**src/rtl/load_hazard_scoreboard_if.sv**
```systemverilog
// Handshake bundle between the ID/EX pipeline control and the load-use hazard scoreboard.
interface load_hazard_scoreboard_if #(
  parameter int unsigned REG_ADDR_W = 5,
  parameter int unsigned NUM_SRC    = 2
);
  logic                          id_valid;
  logic [NUM_SRC*REG_ADDR_W-1:0] id_rs;
  logic [NUM_SRC-1:0]            id_rs_used;
  logic                          ex_valid;
  logic                          ex_mem_read;
  logic [REG_ADDR_W-1:0]         ex_rd;
  logic                          flush;
  logic                          pc_write;
  logic                          if_id_write;
  logic                          id_ex_bubble;
  logic                          pending;
  logic [15:0]                   stall_cycles;

  modport master (
    output id_valid, id_rs, id_rs_used, ex_valid, ex_mem_read, ex_rd, flush,
    input  pc_write, if_id_write, id_ex_bubble, pending, stall_cycles
  );

  modport slave (
    input  id_valid, id_rs, id_rs_used, ex_valid, ex_mem_read, ex_rd, flush,
    output pc_write, if_id_write, id_ex_bubble, pending, stall_cycles
  );
endinterface

```
**src/rtl/load_hazard_scoreboard.sv**
```systemverilog
// Load-use hazard detector: per-register countdown scoreboard that stalls ID readers
// of a load destination until the load result is available.
module load_hazard_scoreboard #(
  parameter int unsigned REG_ADDR_W = 5,
  parameter int unsigned NUM_SRC    = 2,
  parameter int unsigned LOAD_LAT   = 1
) (
  input  logic                     clk,
  input  logic                     rst_n,
  load_hazard_scoreboard_if.slave  bus
);
  localparam int unsigned NREG = 1 << REG_ADDR_W;
  localparam int unsigned CW   = (LOAD_LAT > 1) ? $clog2(LOAD_LAT) : 1;
  localparam int unsigned SW   = 16;
  localparam logic [CW-1:0] SET_VAL = CW'(LOAD_LAT - 1);

  logic                  ex_load;
  logic [NREG-1:0]       busy;
  logic [NREG-1:0]       busy_nxt;
  logic [REG_ADDR_W-1:0] src_addr;
  logic                  match;
  logic                  hazard;
  logic [SW-1:0]         stall_q;
  logic                  pending_q;

  assign ex_load = bus.ex_valid & bus.ex_mem_read & (bus.ex_rd != '0);

  // x0 is hardwired and never tracked
  assign busy[0]     = 1'b0;
  assign busy_nxt[0] = 1'b0;

  for (genvar r = 1; r < NREG; r++) begin : g_cnt
    logic          set;
    logic [CW-1:0] cnt_q;

    assign set = ex_load && (bus.ex_rd == REG_ADDR_W'(r));

    // a new load to the same register reloads the window rather than decrementing it
    always_ff @(posedge clk or negedge rst_n) begin
      if (!rst_n) begin
        cnt_q <= '0;
      end else if (set) begin
        cnt_q <= SET_VAL;
      end else if (cnt_q != '0) begin
        cnt_q <= cnt_q - CW'(1);
      end
    end

    assign busy[r]     = (cnt_q != '0);
    assign busy_nxt[r] = set ? (SET_VAL != '0) : (cnt_q > CW'(1));
  end

  // Any used, nonzero source hitting the load in EX or a still-counting register
  always_comb begin
    match    = 1'b0;
    src_addr = '0;
    for (int unsigned i = 0; i < NUM_SRC; i++) begin
      src_addr = bus.id_rs[i*REG_ADDR_W +: REG_ADDR_W];
      if (bus.id_rs_used[i] && (src_addr != '0) &&
          ((ex_load && (bus.ex_rd == src_addr)) || busy[src_addr])) begin
        match = 1'b1;
      end
    end
  end

  // flush kills the ID instruction, so it must not stall, but issued loads keep counting
  assign hazard = rst_n & bus.id_valid & ~bus.flush & match;

  assign bus.pc_write     = ~hazard;
  assign bus.if_id_write  = ~hazard;
  assign bus.id_ex_bubble = hazard;

  always_ff @(posedge clk or negedge rst_n) begin
    if (!rst_n) begin
      stall_q   <= '0;
      pending_q <= 1'b0;
    end else begin
      pending_q <= |busy_nxt;
      if (hazard && (stall_q != '1)) begin
        stall_q <= stall_q + SW'(1);
      end
    end
  end

  assign bus.pending      = pending_q;
  assign bus.stall_cycles = stall_q;
endmodule

```
**src/flat_wrapper.sv**
```systemverilog
// flat-port wrapper written by rule: the top's interface ports become plain ports
module load_hazard_scoreboard_flat 
#(
  parameter int unsigned REG_ADDR_W = 5,
  parameter int unsigned NUM_SRC    = 2,
  parameter int unsigned LOAD_LAT   = 1
)
  (clk, rst_n, bus_id_valid, bus_id_rs, bus_id_rs_used, bus_ex_valid, bus_ex_mem_read, bus_ex_rd, bus_flush, bus_pc_write, bus_if_id_write, bus_id_ex_bubble, bus_pending, bus_stall_cycles);
  load_hazard_scoreboard_if #(.REG_ADDR_W(REG_ADDR_W), .NUM_SRC(NUM_SRC)) bus_i ();
  input  logic clk;
  input  logic rst_n;
  input wire logic [$bits(bus_i.id_valid)-1:0] bus_id_valid;
  input wire logic [$bits(bus_i.id_rs)-1:0] bus_id_rs;
  input wire logic [$bits(bus_i.id_rs_used)-1:0] bus_id_rs_used;
  input wire logic [$bits(bus_i.ex_valid)-1:0] bus_ex_valid;
  input wire logic [$bits(bus_i.ex_mem_read)-1:0] bus_ex_mem_read;
  input wire logic [$bits(bus_i.ex_rd)-1:0] bus_ex_rd;
  input wire logic [$bits(bus_i.flush)-1:0] bus_flush;
  output wire logic [$bits(bus_i.pc_write)-1:0] bus_pc_write;
  output wire logic [$bits(bus_i.if_id_write)-1:0] bus_if_id_write;
  output wire logic [$bits(bus_i.id_ex_bubble)-1:0] bus_id_ex_bubble;
  output wire logic [$bits(bus_i.pending)-1:0] bus_pending;
  output wire logic [$bits(bus_i.stall_cycles)-1:0] bus_stall_cycles;
  assign bus_i.id_valid = bus_id_valid;
  assign bus_i.id_rs = bus_id_rs;
  assign bus_i.id_rs_used = bus_id_rs_used;
  assign bus_i.ex_valid = bus_ex_valid;
  assign bus_i.ex_mem_read = bus_ex_mem_read;
  assign bus_i.ex_rd = bus_ex_rd;
  assign bus_i.flush = bus_flush;
  assign bus_pc_write = bus_i.pc_write;
  assign bus_if_id_write = bus_i.if_id_write;
  assign bus_id_ex_bubble = bus_i.id_ex_bubble;
  assign bus_pending = bus_i.pending;
  assign bus_stall_cycles = bus_i.stall_cycles;
  load_hazard_scoreboard #(.REG_ADDR_W(REG_ADDR_W), .NUM_SRC(NUM_SRC), .LOAD_LAT(LOAD_LAT)) u_core (.clk(clk), .rst_n(rst_n), .bus(bus_i));
endmodule
```
**config.mk**
```make
export PLATFORM = sky130hd
export DESIGN_NAME = load_hazard_scoreboard_flat
export DESIGN_NICKNAME = d
export VERILOG_FILES = /design/src/rtl/load_hazard_scoreboard_if.sv /design/src/rtl/load_hazard_scoreboard.sv /design/src/flat_wrapper.sv
export SDC_FILE = /design/constraint.sdc
export NUM_CORES = 1
export LEC_CHECK = 0
export ABC_AREA = 1
export CORE_AREA = 4 4 61 63
export DETAILED_ROUTE_END_ITERATION = 10
export DIE_AREA = 0 0 65 67
export MAX_ROUTING_LAYER = met4
export PLACE_DENSITY = 0.75
export SYNTH_ARGS = -nofsm -noshare
export SYNTH_HDL_FRONTEND = slang
export SYNTH_SLANG_ARGS = --single-unit
```
**constraint.sdc**
```tcl
create_clock -name clk -period 1.75 [get_ports clk]
set_clock_uncertainty 0.05 [all_clocks]
set_input_delay 0.2625 -clock clk [delete_from_list [all_inputs] [get_ports clk]]
set_output_delay 0.2625 -clock clk [all_outputs]
set_load 0.005 [all_outputs]
```
==> results.txt, run 1 <==
- For this design, the sink count on the clock tree is 16.
- Via count of the first global-routing pass: 1447
- Total Die Area: ~0.0044 mm2
* I/O pin count: 43
- The final layout contains routed wiring with a total length of roughly 3.8 mm.
* Hold Buf Count CTS: 0
- The Yosys step of the flow raised 0 warnings.
- Global routing used 18.9% of the available tracks.
- HPWL after DPL: 2.91 mm
* Final weighted congestion in routability-driven placement: 0.873
* Final cycle utilization of the critical path: 97.1%
- Summing all placed instances gives a cell area of 0.00194 mm2.
- Number of DRC violations after detailed-routing iteration 0: 109
* Count of inserted antenna diode cells: 0
- The routed layout has between 1500 and 2000 vias.
- In this run, placement finished with an instance count of approximately 320.
- Starting Density: 42.7%
* H-Tree Depth: 1
- The run finished with clean final reports.
- Final setup viols: 0
* Detailed Routing Iterations Pass 1: 4
- Highest ir drop seen on vdd: between 0.00015 and 0.0002 V
* Clock Tree Root: clkbuf_4
- Register clock-pin slew on the reported worst setup and hold paths: 100 ps
- Cells after synthesis: 220
- The largest single stage delay on the critical path is around 450 ps.
* Nature of the critical path startpoint: primary input
- Layout cell share with drive strength beyond 1: between 10% and 20%
* Latest clock arrival within the worst-skew pair: 300 ps
- Clock period minus worst slack: 1700 ps
- Leakage power figure: 1.10 nW
* Area of the core: roughly 0.0032 mm2
* Worst-path maximum fanout: 3
- The number of nets handed over by synthesis was 244.
* Drt wl/cell: 11.9 um
* Area of all placed cells without fillers: 0.00202 mm2
- Sequence of cells on the critical path: clkdlybuf4s50_1, nand2_1, nor2_1, nand3_2, a31oi_4, nand2_4, inv_2, buf_6
- Number of buffer cells added on primary ports: between 40 and 50
- Excluding fillers, the count of instances in the completed layout stands at 323.
- Post-synthesis average cell area: 6.27 um2
- Area added between synthesis and finish: 46.5%
* Standard-cell row count: 21
- The clock passes through at most 2 buffers.
- TritonCTS clock tree: built
- RSZ-0062 raised after global routing: false
* Height of the die: 67 um
- Final Hold Violating Endpoints: 0
- The die is 65 um wide.
- Remaining design rule violation count: 0
- Min-delay worst type: in2async
- Derived from the worst setup path, the maximum achievable clock frequency is 588 MHz.
- Worst r2r path cells: 7
- STA puts the critical path data required time at 1440 ps.
- In the final timing run, aggregate negative setup slack is 0 ps.
- Fraction of the yosys area taken by sequential cells: 29.0%
- Among all stages on the critical path, the largest delay is contributed by clkdlybuf4s50_1.
- Counting the buffers created by CTS gives 3.
- Measured on the finished design, the core utilization comes to between 60% and 70%.
- The initial antenna violation count came to 0.
- The final number of max-transition violations came to 0.
- The netlist uses 23 different library cells.
- Fin Hold WS: approximately 75 ps
* Number of nets in the layout: 302
- In this run the power density over the cells is 375 mW/mm2.
* Remaining antenna violation count after routing: 0
- Buffers inserted during post-CTS setup optimization: 0
* Endpoint kind of the worst setup timing path: output port
- At the worst endpoint, the arrival time is 1390 ps.
* Max_cap viols: 0
- The first global-routing pass estimated 6.29 mm of wire.
- Pin count of the biggest net entering global routing: 18
* Number of flip-flops under the largest register name: 16
* Register bit total from synthesis: 16
- In the routed layout, each cell is associated on average with a via count of 4.87.
* Congestion Overflow GR: 0
- The critical path is of the in2out type.
- Netlist Area Pre-Place: 0.00138 mm2
routing by layer:
| layer | track usage (%) | routed length (um) | vias to the layer above | share of wire, % |
|---|---|---|---|---|
| met3 | 1.52 | 152 | 6 | 4.0 |
| met2 | 32.3 | 1860 | 42 | 49 |
| met1 | 23.8 | 1760 | 707 | 46 |
| met5 | - | 0 | - | 0 |
| met4 | 6.07 | 58 | 0 | 1.5 |
| li1 | - | - | 819 | - |
final cells by class:
class                   instances  area [um2]
clock buffers                   4        36.3
fillers                       300        1210
inverters                      28         105
multi-input cells             171         870
flip-flops and latches         16         400
well taps                      46        57.6
repair buffers                 58         553
cell families after synthesis:
logic type	after synthesis	synth area share, %
other	1	0.272
AOI/OAI and AO/OA	4	2.99
buffers and inverters	34	11.1
xor gates and xnor gates	6	3.81
adders and majority gates	1	0.906
DFF	16	29.0
and+or+nand+nor	158	52.0
path summary, 6_finish.rpt:
path	from	to	slack, ps
min in group clk	u_core.bus.stall_cycles[15]	u_core.bus.stall_cycles[15]	500
max reg2reg	u_core.bus.stall_cycles[0]	u_core.bus.stall_cycles[0]	150
max in group asynchronous	rst_n	u_core.bus.stall_cycles[3]	1380
max	bus_id_valid	bus_id_ex_bubble	50
min	rst_n	u_core.bus.stall_cycles[8]	70
min reg2reg	u_core.bus.stall_cycles[15]	u_core.bus.stall_cycles[15]	500
cell usage in the layout, fill, tap and decap left out, types with 2 or more instances in the layout:
master	n
nand4_1	21
xor2_1	3
clkdlybuf4s50_1	20
inv_1	25
buf_4	16
inv_2	3
buf_2	2
nand3_1	10
nand3_2	2
xnor2_1	3
dfrtp_1	16
nand3_4	3
dlygate4sd2_1	9
nor3_1	2
nor2_1	19
dlymetal6s2s_1	9
clkbuf_4	3
a21boi_2	2
nand2_1	97
worst max-delay path: cells and delay by family:
kind / cells / cell delay (ps)
buffers and inverters: 3 / 580
and+or+nand+nor: 4 / 340
AOI/OAI and AO/OA: 1 / 190
Yosys cell counts:
cell | instances | area share [%]
o21ai_0 | 1 | 0.36
nand2_1 | 98 | 27
nand3_2 | 1 | 0.73
xor2_1 | 3 | 1.9
conb_1 | 1 | 0.27
buf_4 | 3 | 1.6
nand2_2 | 1 | 0.45
nor2_2 | 1 | 0.45
nor3_4 | 1 | 1.2
dfrtp_1 | 16 | 29
nor2_1 | 19 | 5.2
a31oi_4 | 1 | 1.5
xnor2_1 | 3 | 1.9
inv_1 | 28 | 7.6
nand4_1 | 21 | 9.5
ha_1 | 1 | 0.91
a21boi_0 | 2 | 1.1
buf_2 | 2 | 0.73
nand3b_1 | 1 | 0.54
buf_8 | 1 | 1.1
nand3_4 | 2 | 2.5
nand3_1 | 11 | 4.0
nor3_1 | 2 | 0.73
stage by stage:
step           worst slack [ps]  power [W]
3_3_place_gp               -504   0.000513
4_1_cts                    6.66   0.000766
6_report                   50.3   0.000758
3_5_place_dp               -540   0.000514
5_1_grt                    2.95   0.000788
2_1_floorplan               152   0.000430
report_power, final:
group | switching, W | total [W] | internal [W]
combinational | 0.0000653 | 0.000129 | 0.0000634
clock | 0.000130 | 0.000257 | 0.000127
sequential | 0.00000105 | 0.000372 | 0.000371
total | 0.000196 | 0.000758 | 0.000561
what timing repair did:
item	CTS	global route
pin swaps	4	10
endpoints found under the setup margin	5	19
gates cloned	0	1
gates resized for setup	28	15
(Power assumes the default switching activity.)
==> run 2: changes to the inputs <==
--- a/config.mk
+++ b/config.mk
@@ -7,6 +7,7 @@
 export LEC_CHECK = 0
 export ABC_AREA = 1
 export CORE_AREA = 4 4 61 63
+export CTS_CLUSTER_SIZE = 16
 export DETAILED_ROUTE_END_ITERATION = 10
 export DIE_AREA = 0 0 65 67
 export MAX_ROUTING_LAYER = met4
==> results of run 2 <==
No change in the layout: final DEF, timing and power equal those of run 1.
==> run 3: changes to the inputs <==
--- a/config.mk
+++ b/config.mk
@@ -7,11 +7,12 @@
 export LEC_CHECK = 0
 export ABC_AREA = 1
 export CORE_AREA = 4 4 61 63
+export CTS_CLUSTER_DIAMETER = 50
 export CTS_CLUSTER_SIZE = 16
 export DETAILED_ROUTE_END_ITERATION = 10
 export DIE_AREA = 0 0 65 67
 export MAX_ROUTING_LAYER = met4
-export PLACE_DENSITY = 0.75
+export PLACE_DENSITY = 0.84
 export SYNTH_ARGS = -nofsm -noshare
 export SYNTH_HDL_FRONTEND = slang
 export SYNTH_SLANG_ARGS = --single-unit
==> results.txt, run 3 (same netlist as run 1, synthesis figures left out) <==
* Number of flip-flops under the largest register name: 16
* Switching power: 0.000195 W
- For the worst setup path, the data arrival time is 1370 ps.
* Number of DRC violations after detailed-routing iteration 0: 120
- Number of buffer cells added on primary ports: 41
- Subtracting the final worst setup slack from the clock period gives 1680 ps.
- At the worst endpoint, the required time is about 1400 ps.
- Counting the buffers created by CTS gives 3.
- Antenna violations before repair: 0
- The number of endpoints with negative hold slack in the final report was 0.
* Leakage power figure: 1.08 nW
* I/O pin count: 43
- Highest ir drop seen on vdd: 0.000169 V
- Congestion Overflow GR: 0
- Via count of the first global-routing pass: 1425
* Commonest cells after routing, fill and taps aside: nand2_1, inv_1, clkdlybuf4s50_1
- Layout cell share with drive strength beyond 1: between 10% and 20%
- Endpoint kind of the worst setup timing path: output port
- The congestion estimate from routability-driven global placement came to ~0.86.
- Remaining antenna violation count after routing: 0
* Count of inserted antenna diode cells: 0
- The routed layout has 1633 vias.
- Starting Density: between 40% and 50%
- The critical path in this run is classified as in2out.
* HPWL after DPL: around 2.7 mm
- Max_cap viols: 0
* Area of the core: 0.00323 mm2
- Detailed Routing Iterations Pass 1: 4
- Maximum root-to-sink buffer count: 2
- In the routed layout, each cell is associated on average with a via count of around 5.
- Fin Hold WS: 84.2 ps
- Of the total power, combinational logic draws 16.9%.
- Area added between synthesis and finish: 47.1%
* Internal power consumption: 0.000561 W
- Global routing consumed, over all layers together, 17.9% of the routing resources.
* Max Clock Freq: roughly 600 MHz
* Power Density: approximately 370 mW/mm2
- Hold Buf Count CTS: 0
- Part of the total power dissipated in sequential elements: roughly 50%
- Num Clock Sinks: 16
- Of all nets on the critical path, the largest fanout is 3.
- Global-route wire length before repair: 6.06 mm
* Wirelength, routed: 3.78 mm
* TritonCTS clock tree: built
* Drt wl/cell: 11.6 um
* Final std cells w/o fill: 326
* Final setup viols: 0
* Remaining design rule violation count: 0
- In this run the number of H-tree levels came out at 1.
- The tightest min-delay check is of the in2async type.
- In this run the core area contains 21 standard-cell rows.
- Number of inserted filler cells in the final layout: 292
- The worst path uses 95.9% of the clock period.
* Number of nets in the layout: 305
* Pin count of the biggest net entering global routing: 19
- Nature of the critical path startpoint: primary input
- Per report_power, the clock group accounts for 33.9% of the total.
- Total Die Area: roughly 0.0044 mm2
- The clock reaches the later pin of the worst-skew pair after 300 ps.
- Register clock-pin slew on the reported worst setup and hold paths: about 110 ps
- Leaving out fill and tap cells, the most frequent cell in the layout is nand2_1.
- Die outline width: 65 um
- Count of placed standard cells including taps: 317
- Clock Tree Root: clkbuf_4
- Net switching is 25.8% of the power.
- Outcome: finished clean
* Height of the die: ~67 um
* Worst r2r path cells: 7
* Final Slew Violations: 0
## run 3: cell count changes in the layout (fill, tap and decap cells not counted), sizes merged
cell / previous run / this run
dlygate4sd2: 9 / 11
clkdlybuf4s50: 20 / 22
dlymetal6s2s: 9 / 5
buf: 20 / 23
## run 3: per-layer routing
| layer | global-route usage, % | share of wire, % | up-vias |
|---|---|---|---|
| met4 | 5.28 | 2.0 | 0 |
| met1 | 21.9 | 43 | 730 |
| met5 | - | 0 | - |
| li1 | - | - | 825 |
| met2 | 31.4 | 48 | 69 |
| met3 | 1.69 | 6.6 | 9 |
## run 3: critical path, cell delays in order
cell,delay (ps)
clkdlybuf4s50_1,450
nand2_1,50
nor2_2,90
nand3_2,90
a31oi_4,180
nand2_4,90
inv_2,40
buf_2,100
## run 3: power groups by stage
stage / Clock, W / Sequential (W) / Combinational [W]
after CTS: 0.000254 / 0.000372 / 0.000128
after floorplan: 0 / 0.000381 / 0.0000496
after global routing: 0.000273 / 0.000372 / 0.000144
after detailed placement: 0 / 0.000379 / 0.000133
after global placement: 0 / 0.000379 / 0.000132
final: 0.000257 / 0.000372 / 0.000128
## run 3: per-stage QoR
step                TNS (ps)  power, W  setup slack [ps]  instance area [um2]  utilization [%]
floorplan                  0  0.000430               152                 1380                -
global placement       -6380  0.000511              -512                 1930             59.8
detailed placement     -6370  0.000513              -514                 1930             59.8
CTS                        0  0.000753              17.4                 1970             61.1
global route           -33.8  0.000789             -33.1                 2030             62.8
finish                     0  0.000757              71.6                 2030             62.8
## run 3: area by class of cell
type / instances / area [um2] / share of cell area [%]
Tap cell: 46 / 57.6 / 2.84
Clock buffer: 4 / 36.3 / 1.79
Multi-Input combinational cell: 171 / 867 / 42.7
Timing Repair Buffer: 61 / 563 / 27.7
Inverter: 28 / 105 / 5.18
Sequential cell: 16 / 400 / 19.7
## run 3: worst paths after layout
path	startpoint	endpoint	slack [ps]
min in group clk	u_core.bus.stall_cycles[15]	u_core.bus.stall_cycles[15]	500
setup / recovery	bus_id_valid	bus_id_ex_bubble	70
setup reg to reg	u_core.bus.stall_cycles[0]	u_core.bus.stall_cycles[9]	110
hold / removal	rst_n	u_core.bus.stall_cycles[11]	80
hold reg to reg	u_core.bus.stall_cycles[15]	u_core.bus.stall_cycles[15]	500
max in group asynchronous	rst_n	u_core.bus.stall_cycles[9]	1380
## run 3: timing repair
item | CTS | global route
gates resized for setup | 29 | 12
setup buffers | 1 | 4
cloned | 1 | 0
endpoints found under the setup margin | 19 | 16
pin swaps | 10 | 12
